<file path="config.mk">
export PLATFORM = sky130hd
export DESIGN_NAME = bit_insertion_16x32_seq
export DESIGN_NICKNAME = d
export VERILOG_FILES = /design/src/rtl/bit_insertion_16x32_seq.sv
export SDC_FILE = /design/constraint.sdc
export NUM_CORES = 1
export LEC_CHECK = 0
export CAP_MARGIN = 20
export CORE_ASPECT_RATIO = 1.4
export CORE_MARGIN = 2
export CORE_UTILIZATION = 45
export CTS_CLUSTER_SIZE = 16
export DETAILED_ROUTE_END_ITERATION = 6
export GPL_ROUTABILITY_DRIVEN = 0
export GPL_TIMING_DRIVEN = 0
export PLACE_DENSITY = 0.7
export SKIP_CTS_REPAIR_TIMING = 1
export SYNTH_ARGS = -nofsm -noshare
export SYNTH_HDL_FRONTEND = slang
export SYNTH_SLANG_ARGS = --single-unit
</file>
<file path="constraint.sdc">
create_clock -name clk -period 2.9 [get_ports clk]
set_input_delay 0.29 -clock clk [delete_from_list [all_inputs] [get_ports clk]]
set_output_delay 0.29 -clock clk [all_outputs]
set_load 0.05 [all_outputs]
</file>
<file path="src/rtl/bit_insertion_16x32_seq.sv">
// bit_insertion_16x32_seq
//   Reassembles narrow NoC egress slices into full-width words. Each accepted
//   slice is deposited at bit offset i_cmd of an accumulation word. The merged
//   word and a coverage mask are emitted one cycle later, either when a slice
//   carries i_last or when every bit of the word has been written.
//
// Ports
//   clk         rising-edge clock
//   rst_n       asynchronous active-low reset
//   i_valid     slice present this cycle
//   i_en        block enable; a slice is accepted only when i_valid & i_en
//   i_data_bus  slice data (IN_DATA_WIDTH bits)
//   i_cmd       bit offset k; slice lands on word bits [k+IN_DATA_WIDTH-1:k]
//   i_last      close the word after this slice
//   o_valid     one-cycle pulse; o_data_bus / o_mask valid
//   o_data_bus  assembled word, unwritten bits are 0
//   o_mask      1 = bit written by some slice of this word
//   o_err       one-cycle pulse: an accepted slice had an out-of-range i_cmd
module bit_insertion_16x32_seq #(
   parameter int DATA_WIDTH    = 32,
   parameter int IN_DATA_WIDTH = DATA_WIDTH >> 1,
   parameter int COMMAND_WIDTH = $clog2(DATA_WIDTH)
) (
   input  logic                     clk,
   input  logic                     rst_n,
   input  logic                     i_valid,
   input  logic                     i_en,
   input  logic [IN_DATA_WIDTH-1:0] i_data_bus,
   input  logic [COMMAND_WIDTH-1:0] i_cmd,
   input  logic                     i_last,
   output logic                     o_valid,
   output logic [DATA_WIDTH-1:0]    o_data_bus,
   output logic [DATA_WIDTH-1:0]    o_mask,
   output logic                     o_err
);

   localparam int MAX_CMD = DATA_WIDTH - IN_DATA_WIDTH;

   typedef enum logic {
      IDLE = 1'b0,
      FILL = 1'b1
   } state_t;

   state_t                  state_q;
   logic [DATA_WIDTH-1:0]   acc_q;
   logic [DATA_WIDTH-1:0]   acc_mask_q;
   logic                    o_valid_q;
   logic                    o_err_q;
   logic [DATA_WIDTH-1:0]   o_data_q;
   logic [DATA_WIDTH-1:0]   o_mask_q;

   logic                    accept;
   logic                    cmd_legal;
   logic [DATA_WIDTH-1:0]   base_acc;
   logic [DATA_WIDTH-1:0]   base_mask;
   logic [DATA_WIDTH-1:0]   slice_sh;
   logic [DATA_WIDTH-1:0]   field_sh;
   logic [DATA_WIDTH-1:0]   acc_d;
   logic [DATA_WIDTH-1:0]   acc_mask_d;
   logic                    close;

   assign accept    = i_valid & i_en;
   assign cmd_legal = (i_cmd <= COMMAND_WIDTH'(MAX_CMD));

   // In IDLE the accumulator is empty by construction, so the merge base is
   // forced to zero rather than trusting the stored word.
   assign base_acc  = (state_q == FILL) ? acc_q      : '0;
   assign base_mask = (state_q == FILL) ? acc_mask_q : '0;

   // Slice and its field mask are zero-extended before shifting, so high bits
   // fall off the top and nothing wraps into the LSBs.
   assign slice_sh = DATA_WIDTH'(i_data_bus) << i_cmd;
   assign field_sh = DATA_WIDTH'({IN_DATA_WIDTH{1'b1}}) << i_cmd;

   always_comb begin
      acc_d      = base_acc;
      acc_mask_d = base_mask;
      if (cmd_legal) begin
         // Later slice overwrites earlier bits; coverage only accumulates.
         acc_d      = (base_acc & ~field_sh) | slice_sh;
         acc_mask_d = base_mask | field_sh;
      end
   end

   assign close = accept & (i_last | (acc_mask_d == {DATA_WIDTH{1'b1}}));

   always_ff @(posedge clk or negedge rst_n) begin
      if (!rst_n) begin
         state_q    <= IDLE;
         acc_q      <= '0;
         acc_mask_q <= '0;
         o_valid_q  <= 1'b0;
         o_err_q    <= 1'b0;
         o_data_q   <= '0;
         o_mask_q   <= '0;
      end else begin
         o_valid_q <= 1'b0;
         o_err_q   <= 1'b0;
         if (accept) begin
            o_err_q <= ~cmd_legal;
            if (close) begin
               o_valid_q  <= 1'b1;
               o_data_q   <= acc_d;
               o_mask_q   <= acc_mask_d;
               acc_q      <= '0;
               acc_mask_q <= '0;
               state_q    <= IDLE;
            end else begin
               acc_q      <= acc_d;
               acc_mask_q <= acc_mask_d;
               // An illegal first slice leaves the word empty, so stay in IDLE.
               state_q    <= (acc_mask_d == '0) ? IDLE : FILL;
            end
         end
      end
   end

   assign o_valid    = o_valid_q;
   assign o_err      = o_err_q;
   assign o_data_bus = o_data_q;
   assign o_mask     = o_mask_q;

endmodule

</file>
==> flow_summary.toml <==
[final_layout]
register_area_mm2 = 0.00328
number_of_inserted_diodes = 0
multi_input_comb_area_mm2 = 0.00379
layout_cell_share_with_drive_strength_beyond_1_pct = 21.3
fillerInstances = 1291
fin_area_mm2 = 0.00973
syn2layout_area_growth_pct = 34.5
nets_final = 935

[synthesis]
synthesis.area_mm2 = 0.00723
synth_seq_area_share_pct = 45.3
synth_area_leader_cell = "sky130_fd_sc_hd__dfrtp_1"
yosys.area.top_type_share_pct = 45.3
synth_nets = 790
number_of_instances_in_the_synthesized_netlist = 763
number_of_synthesized_flops_with_an_enable_pin = 0
dominantRegCellSynth = "sky130_fd_sc_hd__dfrtp_1"
synth-seq-cells = 131
ys_types = 69
synthesis.yosys.warnings = 0
synth_top_cells_by_area = "sky130_fd_sc_hd__dfrtp_1 45%, sky130_fd_sc_hd__nand2_1 7.3%, sky130_fd_sc_hd__a21oi_1 4.6%"
average_cell_area_after_synthesis_um2 = 9.48
async_flop_share_pct = 100

[placement]
input_output_buffers = 89
dpl.hpwl_um = 17600
postPlaceCellArea_mm2 = 0.00846
place_worst_setup_slack_ns = -1.40

[cts]
worst_skew_pair.late_latency_ns = 0.42
clock_tree.htree_level_count = 4
cts.clk_slew.worst_paths_ns = 0.06
cts_num_sinks = 131
numCtsBuffers = 17
clock_tree_from_tritoncts = "done"
cts_max_path_buffers = 2
clockRootBuffer = "sky130_fd_sc_hd__clkbuf_16"

[global_routing]
first_global_vias = 6623
maximum_number_of_pins_on_one_net_before_global_route_repair = 82
grt_pass1_wl_um = 37800
grt_remaining_overflow = 0
number_of_antenna_violations_at_the_first_check_in_global_routing = 0
global_route.usage.total_pct = 28.3

[power_and_ir_drop]
powerDensity_mw_per_mm2 = 679
static-leakage-power_nw = 4.07
max_vdd_drop_mv = 0.382
p_total_mw = 6.60

[detailed_routing]
routed_via_density = 6.42
wirelength_um = 25400
via_count = 7169
wire_per_inst_um = 22.8
drc = 25
drt_iter0_markers = 859
drt.antenna.violating_nets = 0
dr.pass1.iters = 7

[floorplanning]
die_area_mm2 = 0.0171
die_height_um = 154
start_util_pct = 46.1
io-pin-count = 92
std_cell_rows = 54
core_area_mm2 = 0.0157
die_x_um = 111

[sta]
max_transition_viols_final = 0
fmax_ghz = 0.329
least_margin_pin_slew_ns = 0.864
finClkSkew_ns = 0.00604
fin_setup_tns_ns = -5.62
final_period_utilization_pct = 105
slew-limit-headroom_pct = 42.1
setup_viol = 88
holdWs_ns = 0.305
rsz0062_at_grt = "true"
finalCriticalPeriod_ns = 3.04
final.setup.worst_slack_ns = -0.142
finalHoldViolations = 0

[worst_setup_path]
crit_path_end_kind = "flop"
crit_type = "reg2reg"
critPathMaxFanout = 10
setup.worst_path.start_class = "flop"
crit_required_ns = 3.20
arrival_ns = 3.34

[status]
outcome = "finished, violations left"
violations = "DRC, setup timing"

[worst_hold_path]
hold_path_class = "in2reg"

[job]
max_cap_viol_count = 0
[layout make-up]
class                      count  share of cell area [%]
buffer                        66                    4.53
tap                          196                    2.52
multi-input combinational    545                    38.9
sequential                   131                    33.7
clock inverter                 8                    1.52
inverter                      18                   0.849
timing repair inverter         1                  0.0900
timing repair buffer         128                    12.7
clock buffer                  23                    5.12
[sequential cells by signal (all words and copies together) (netlist names)]
register	count
o_valid	1
acc_q	32
state_q	1
o_data_bus	32
o_mask	32
acc_mask_q	32
o_err	1
[layout by cell type (no fill, tap or decap), drive strengths merged, types with 23 or more instances in the layout]
master | Yosys | final
a21oi | 66 | 66
buf | 31 | 69
clkbuf | 38 | 62
clkdlybuf4s50 | 0 | 85
dfrtp | 131 | 131
mux2 | 39 | 39
nand2 | 142 | 142
nor2 | 32 | 32
o21ai | 57 | 57
o22ai | 23 | 23
[worst paths after layout]
check,start,to,slack (ns),cells after the start
min in group asynchronous,rst_n,o_data_bus[10],0.38,2
min,i_cmd[4],acc_mask_q[3],0.31,3
min reg2reg,acc_q[5],acc_q[5],0.48,2
max reg2reg,state_q,o_data_bus[30],-0.14,10
max in group asynchronous,rst_n,o_mask[4],1.74,3
max,state_q,o_data_bus[30],-0.14,10
[per-layer routing]
| layer | global-route usage (%) | wire [µm] |
|---|---|---|
| met2 | 45.6 | 11900 |
| met4 | 18.2 | 1880 |
| met1 | 34.5 | 9340 |
| met5 | 0 | 0 |
| met3 | 6.11 | 2320 |
[cells in the mapped netlist, drive strengths merged (4+ instances only)]
library cell  count
nand2           142
dfrtp           131
a21oi            66
o21ai            57
mux2             39
clkbuf           38
nor2             32
buf              31
o22ai            23
a31oi            19
mux2i            18
inv              17
nand3            15
mux4             12
o31ai            12
a32o             11
a22oi            10
a32oi             7
nor4              7
nor2b             6
nor3              6
a211oi            4
or4               4
[cells by family after synthesis]
logic type	Yosys count	share of synthesized area, %
buffers and inverters	87	6.02
and+or+nand+nor	231	14.1
AOI/OAI and AO/OA	243	21.9
adders and majority gates	2	0.311
DFF	131	45.3
muxes	69	12.3
[worst max-delay path, cell delays in order, from the launching register on]
cell and delay (ns):
sky130_fd_sc_hd__dfrtp_1 0.41, sky130_fd_sc_hd__buf_6 0.17, sky130_fd_sc_hd__a22oi_2 0.13, sky130_fd_sc_hd__or3_1 0.42, sky130_fd_sc_hd__or4_4 0.52, sky130_fd_sc_hd__o41ai_4 0.36, sky130_fd_sc_hd__buf_6 0.20, sky130_fd_sc_hd__nand2_8 0.09
sky130_fd_sc_hd__clkinv_8 0.13, sky130_fd_sc_hd__buf_12 0.15, sky130_fd_sc_hd__mux2_1 0.32
[where the power goes]
group	switching (mW)	internal [mW]
logic	1.28	0.723
clock network	0.823	1.55
registers	0.164	2.07
total	2.26	4.34
[stage by stage]
step	utilization, %	cells
finish	62.1	1116
global route	62.1	1116
CTS	58.1	1080
detailed placement	54.0	1049
global placement	53.8	1048
floorplan	-	763
Power figures use the tool's default switching activity.
